`config.mk`:
```
export PLATFORM = sky130hd
export DESIGN_NAME = mac_array_seq_ctrl
export DESIGN_NICKNAME = d
export VERILOG_FILES = /design/src/rtl/mac_array_seq_ctrl.sv
export SDC_FILE = /design/constraint.sdc
export NUM_CORES = 1
export LEC_CHECK = 0
export CAP_MARGIN = 25
export CORE_MARGIN = 5
export CORE_UTILIZATION = 35
export CTS_CLUSTER_DIAMETER = 30
export DETAILED_ROUTE_END_ITERATION = 10
export GPL_ROUTABILITY_DRIVEN = 0
export PLACE_DENSITY = 0.65
export SLEW_MARGIN = 20
export SYNTH_ARGS = -nofsm -noshare
export SYNTH_HDL_FRONTEND = slang
export SYNTH_SLANG_ARGS = --single-unit
```
`constraint.sdc`:
```
create_clock -name clk -period 3.6 [get_ports clk]
set_clock_uncertainty 0.05 [all_clocks]
set_input_delay 0.72 -clock clk [delete_from_list [all_inputs] [get_ports clk]]
set_output_delay 0.72 -clock clk [all_outputs]
set_load 0.01 [all_outputs]
```
`src/rtl/mac_array_seq_ctrl.sv`:
```
// Sequencer for a NUM_MAC-lane MAC array: fetches operand vectors, issues them with the running
// accumulator, captures each lane's acc_out after MAC_LAT cycles, and hands the final vector downstream.
//
// state | meaning
// IDLE  | waiting for start
// FETCH | op_ready high, waiting for an operand vector
// WAIT  | issued vector in flight through the array, bubbles on the inputs
// OUT   | result held until downstream accepts it
module mac_array_seq_ctrl #(
  parameter int NUM_MAC   = 4,
  parameter int IN_WIDTH  = 8,
  parameter int ACC_WIDTH = 16,
  parameter int MAC_LAT   = 2,
  parameter int K_WIDTH   = 8
) (
  input  logic                           clk,
  input  logic                           rst,
  input  logic                           start,
  input  logic [K_WIDTH-1:0]             k_len,
  output logic                           busy,
  input  logic                           op_valid,
  output logic                           op_ready,
  input  logic [NUM_MAC*IN_WIDTH-1:0]    op_a,
  input  logic [NUM_MAC*IN_WIDTH-1:0]    op_b,
  output logic                           mac_en,
  output logic [NUM_MAC*IN_WIDTH-1:0]    mac_a,
  output logic [NUM_MAC*IN_WIDTH-1:0]    mac_b,
  output logic [NUM_MAC*ACC_WIDTH-1:0]   mac_acc_in,
  input  logic [NUM_MAC*ACC_WIDTH-1:0]   mac_acc_out,
  output logic                           res_valid,
  input  logic                           res_ready,
  output logic [NUM_MAC*ACC_WIDTH-1:0]   res_data
);

  // Wait counter is 1 in the issue cycle, so the capture cycle is at MAC_LAT+1.
  localparam int CW = $clog2(MAC_LAT + 2);
  localparam logic [CW-1:0] CAP_CNT = CW'(MAC_LAT + 1);

  typedef enum logic [1:0] {IDLE, FETCH, WAIT, OUT} state_t;

  state_t                         state, state_nxt;
  logic                           busy_nxt, mac_en_nxt, res_valid_nxt;
  logic [NUM_MAC*IN_WIDTH-1:0]    mac_a_nxt, mac_b_nxt;
  logic [NUM_MAC*ACC_WIDTH-1:0]   mac_acc_in_nxt, res_data_nxt;
  logic [NUM_MAC*ACC_WIDTH-1:0]   acc, acc_nxt;
  logic [K_WIDTH-1:0]             step, step_nxt, k_reg, k_reg_nxt;
  logic [CW-1:0]                  wait_cnt, wait_cnt_nxt;

  assign op_ready = (state == FETCH);

  always_ff @(posedge clk) begin
    if (rst) begin
      state      <= IDLE;
      busy       <= 1'b0;
      mac_en     <= 1'b0;
      res_valid  <= 1'b0;
      mac_a      <= '0;
      mac_b      <= '0;
      mac_acc_in <= '0;
      res_data   <= '0;
      acc        <= '0;
      step       <= '0;
      k_reg      <= '0;
      wait_cnt   <= '0;
    end else begin
      state      <= state_nxt;
      busy       <= busy_nxt;
      mac_en     <= mac_en_nxt;
      res_valid  <= res_valid_nxt;
      mac_a      <= mac_a_nxt;
      mac_b      <= mac_b_nxt;
      mac_acc_in <= mac_acc_in_nxt;
      res_data   <= res_data_nxt;
      acc        <= acc_nxt;
      step       <= step_nxt;
      k_reg      <= k_reg_nxt;
      wait_cnt   <= wait_cnt_nxt;
    end
  end

  always_comb begin
    state_nxt      = state;
    busy_nxt       = busy;
    mac_en_nxt     = mac_en;
    res_valid_nxt  = res_valid;
    // Array inputs are zero except in the single issue cycle of each step.
    mac_a_nxt      = '0;
    mac_b_nxt      = '0;
    mac_acc_in_nxt = '0;
    res_data_nxt   = res_data;
    acc_nxt        = acc;
    step_nxt       = step;
    k_reg_nxt      = k_reg;
    wait_cnt_nxt   = wait_cnt;

    case (state)
      IDLE: begin
        if (start) begin
          busy_nxt  = 1'b1;
          k_reg_nxt = k_len;
          if (k_len != '0) begin
            state_nxt  = FETCH;
            step_nxt   = '0;
            acc_nxt    = '0;
            mac_en_nxt = 1'b1;
          end else begin
            state_nxt     = OUT;
            res_data_nxt  = '0;
            res_valid_nxt = 1'b1;
          end
        end
      end

      FETCH: begin
        if (op_valid) begin
          mac_a_nxt      = op_a;
          mac_b_nxt      = op_b;
          mac_acc_in_nxt = acc;
          wait_cnt_nxt   = CW'(1);
          state_nxt      = WAIT;
        end
      end

      WAIT: begin
        wait_cnt_nxt = wait_cnt + CW'(1);
        if (wait_cnt == CAP_CNT) begin
          wait_cnt_nxt = '0;
          acc_nxt      = mac_acc_out;
          if (step == k_reg - K_WIDTH'(1)) begin
            state_nxt     = OUT;
            res_data_nxt  = mac_acc_out;
            res_valid_nxt = 1'b1;
            mac_en_nxt    = 1'b0;
          end else begin
            step_nxt  = step + K_WIDTH'(1);
            state_nxt = FETCH;
          end
        end
      end

      OUT: begin
        if (res_ready) begin
          res_valid_nxt = 1'b0;
          busy_nxt      = 1'b0;
          state_nxt     = IDLE;
        end
      end

      default: state_nxt = IDLE;
    endcase
  end

endmodule

```
# Yosys cells after proc, flatten, opt, wreduce, memory -nomap -nowiden
# Cells that the tools add are included.
# word_totals
register_bits	279
input_bits	141
output_inout_bits	196
word_cells	83
# op_classes
add_sub_neg	3
eq_ne	13
mux	37
n_bitwise	2
n_reduce_logical	16
# ops
operator	n
2-to-1 mux 64 bit	7
one-hot mux 64 bit (2 select lines)	2
2-to-1 mux 8 bit	4
2-to-1 mux 2 bit	8
inequality test 2 bit (second input constant)	8
one-hot mux 8 bit (2 select lines)	1
AND reduction 5 bit	3
2-to-1 mux 1 bit	10
adder 8 x 1 -> 8 bit (second input constant)	1
== test 8 bit	1
one-hot mux 2 bit (4 select lines)	1
AND reduction 4 bit	2
nonzero test 8 bit	1
subtractor 8 x 1 -> 8 bit (second input constant)	1
== test 2 bit (second input constant)	3
AND reduction 6 bit	1
nonzero test 2 bit	3
one-hot mux 1 bit (2 select lines)	2
one-hot mux 2 bit (2 select lines)	1
AND reduction 2 bit	2
one-hot mux 1 bit (3 select lines)	1
AND reduction 3 bit	1
nonzero test 3 bit	1
OR reduction 3 bit	1
4 further kinds	5

# Depth between registers and ports, before layout
# logic_depth
ltp_word	5
mapped_depth	9
ltp_nobuf	8

# Least setup slack after synthesis
# OpenSTA, ideal clock, no wires.
# synth_timing
kind	reg2reg
from	reg k_reg[0]
to	reg res_data[10]
setup_time_ns	0.117
arrival_ns	2.237
slack_ns	1.196
stages_incl_launch_ff	10
path_buffers	1
synth_period_minus_slack_ns	2.404
cell_sequence	dfxtp_1 > inv_1 > ha_1 > nor3b_1 > or3b_1 > a21oi_1 > o221a_2 > a41oi_2 > buf_2 > a32o_1
# synth_via
elab_chain_cells	4
# synth_lines
item	line_no	rtl
from (decl)	46	logic [K_WIDTH-1:0] step, step_nxt, k_reg, k_reg_nxt;
from (signal assigned)	76	k_reg <= k_reg_nxt;
subtractor 8 x 1 -> 8 bit	129	if (step == k_reg - K_WIDTH'(1)) begin
== test 8 bit	129	
inequality test 2 bit (no source line)	--	
AND reduction 5 bit (no source line)	--	
to (signal assigned)	73	res_data <= res_data_nxt;
to (decl)	32	output logic [NUM_MAC*ACC_WIDTH-1:0] res_data
# Every way passes these cells.
# A chain may end at the register's enable or synchronous reset.

# Worst setup path in the final report
# layout_timing
from	reg k_reg[0]
to	reg res_data[25]
# The elaborated chain is that of the path after synthesis.

==> results.cfg <==
[setup_path]
worstPathRequired_ns = 4.02
timing.reg2reg.worst_path_depth = 9
crit-reg2reg-launch = k_reg[0]$_SDFFE_PP0P_
crit_fanout = 39
critical_path_class = reg2reg
rr_endpoint = res_data[25]$_SDFFE_PP0P_
ff2ff_setup_slack_ns = 0.60
worstSetupEndpointType = flip-flop
critPathArrivalTime_ns = 3.42
setup.worst_path.start_class = flip-flop

[synthesis]
synth.top_cell.area_share_pct = 61.0
ys_ff_latch = 279
post_synthesis_net_count = 1027
async_reset_ff_share_pct = 0
yosysTopAreaCell = sky130_fd_sc_hd__dfxtp_1
synth_area_leaders = sky130_fd_sc_hd__dfxtp_1, sky130_fd_sc_hd__and2_1, sky130_fd_sc_hd__a32o_1
synth_area_per_cell_sq_um = 10.4
ys_seq_area_share_pct = 61.0
synth_cell_area_sq_um = 9150
synth_enable_flop_cells = 0
synth_most_common_cell = sky130_fd_sc_hd__dfxtp_1
gate_count_post_synth = 883
synthesis.yosys.warnings = 0
yosysUniqueCellTypes = 51
yosys_most_used_dff = sky130_fd_sc_hd__dfxtp_1
synth.top_cells.by_count = sky130_fd_sc_hd__dfxtp_1, sky130_fd_sc_hd__and2_1, sky130_fd_sc_hd__nand2_1

[timing]
fmaxAchievable_mhz = 334
final.period_utilization_pct = 83.3
timing.final.crit_period_ns = 3.00
timing.slew.headroom_pct = 39.6
setup_repair_after_global_routing_missed_its_margin = false
final_max_slew_viol_count = 0
setup-tns-final_ns = 0
final_hold_violation_count = 0
setup_violations = 0
tightest_slew_ns = 0.906

[power]
leakage_power_nw = 5.44
power_per_cell_area_nw_per_um2 = 613
vdd_ir_drop_max_mv = 0.503
finalPower_w = 0.00908

[finish]
synthToLayoutAreaGrowth_pct = 61.8
num-fill-cells = 2233
finalNonFillerCells = 1606
final_net_count = 1365
biggestRegsByFlops = acc x64, mac_acc_in x64, res_data x64
fin_util_pct = 57.2
post-route-cell-area_sq_um = 14800
drive_gt1_share_pct = 10.3

[grt]
largest_net_degree_at_the_start_of_global_routing = 133
grt_usage_pct = 17.7
antenna_violations_before_repair = 2
global_route_wire_length_before_repair_um = 42000
via_count_of_the_first_global_routing_pass = 7696
grt_remaining_overflow = 0

[die]
rows = 59
boundary_pins = 337
placeableCoreArea_sq_um = 25900
fp.dieW_um = 172
die_area_sq_um = 29500
initial_core_util_pct = 35.3
dieHeight_um = 172

[hold_path]
hold-path-endpoint = mac_acc_in[52]$_SDFF_PP0_
hp-start = acc[52]$_SDFFE_PP0P_
hold-path-cell-count = 1
hold_path.class = reg2reg

[clock_tree]
worst_skew_pair.late_latency_ns = 0.54
cts-hold-fix-buffers = 0
inserted_clock_buffers = 59
cts_sinks = 279
root_buffer = sky130_fd_sc_hd__clkbuf_16
cts_post_setup_buffers_inserted = 0
h-tree-depth = 2
cts-resized-gates = 0
cts_tree = yes
maximum_root_to_sink_buffer_count = 3
worst_setup_hold_path_clk_slew_ns = 0.05

[route]
postRouteAntennaNets = 0
drcViolationCount = 0
detailroute.via_count = 7699
routed_via_density = 4.79
drt-wirelength-per-cell_um = 17.2
totalWireLength_um = 27600
first_iter_violations = 401
drt_pass1_iterations = 4

[place]
port_buffers = 336
detailed_place_hpwl_um = 18300
dpl.cell_count = 1495
dpl_cell_area_sq_um = 12800

[job]
maxCapViolCount = 0

[outcome]
run_status = complete, no violations
## area by class of cell
cell class | count | area (sq um) | area share [%]
multi-input combinational | 530 | 3270 | 22.1
clock buffer | 72 | 1620 | 10.9
clock inverter | 38 | 414 | 2.80
tap | 335 | 419 | 2.83
inverter | 3 | 11.3 | 0.0760
timing repair buffer | 348 | 3500 | 23.6
antenna | 1 | 2.50 | 0.0169
sequential | 279 | 5590 | 37.7
## kinds of logic after synthesis
family	synth area share [%]
compound gates	13.4
xor+xnor	0.861
fa+ha+maj	0.410
buf+inv	3.62
flops	61.0
mux	0.656
simple gates	20.0
## cells in the final DEF (no fill, tap or decap), drive strengths merged, types with 7 or more instances in the layout
cell	instances
nand2	80
a32o	64
buf	13
and2	129
clkbuf	72
o21ai	7
clkinv	16
nor2	29
a21oi	79
clkdlybuf4s50	335
clkinvlp	13
dfxtp	279
nand3	73
## critical path, cell delays in order (launching register included)
cell and delay, ns:
sky130_fd_sc_hd__dfxtp_1 0.34, sky130_fd_sc_hd__inv_1 0.10, sky130_fd_sc_hd__ha_1 0.18, sky130_fd_sc_hd__nor3b_1 0.31
sky130_fd_sc_hd__or3b_1 0.38, sky130_fd_sc_hd__a21oi_1 0.21, sky130_fd_sc_hd__o221ai_2 0.23, sky130_fd_sc_hd__nor3_4 0.60
sky130_fd_sc_hd__buf_12 0.30, sky130_fd_sc_hd__a32o_1 0.20
## stage by stage
step           setup WS, ns  hold WS [ns]
2_1_floorplan          1.20         0.380
3_5_place_dp          0.405         0.388
3_3_place_gp          0.400         0.385
4_1_cts               0.570         0.390
6_report              0.602         0.384
5_1_grt               0.368         0.405
## how the worst max path moves through the flow
stage                                startpoint                   endpoint  slack, ns  cells past startpoint
final                     k_reg[0]$_SDFFE_PP0P_  res_data[25]$_SDFFE_PP0P_       0.60                      9
after CTS                 k_reg[0]$_SDFFE_PP0P_  res_data[52]$_SDFFE_PP0P_       0.57                      9
after detailed placement               k_len[4]  res_data[25]$_SDFFE_PP0P_       0.41                      7
after global routing      k_reg[0]$_SDFFE_PP0P_  res_data[36]$_SDFFE_PP0P_       0.37                      9
after global placement                 k_len[3]  res_data[48]$_SDFFE_PP0P_       0.40                      7
after floorplan           k_reg[0]$_SDFFE_PP0P_  res_data[10]$_SDFFE_PP0P_       1.20                      9
## power by group
group          switching [W]  leakage (nW)  internal [W]  total, W
clock                0.00171         0.963       0.00361   0.00533
sequential         0.0000354          2.25       0.00314   0.00318
combinational       0.000309          2.23      0.000261  0.000570
## per-layer routing
metal | routed length (um) | GRT usage [%]
met5 | 0 | 0
met4 | 824 | 7.06
met3 | 2530 | 6.00
met2 | 13500 | 30.2
met1 | 10800 | 20.5
Power figures use the tool's default switching activity.
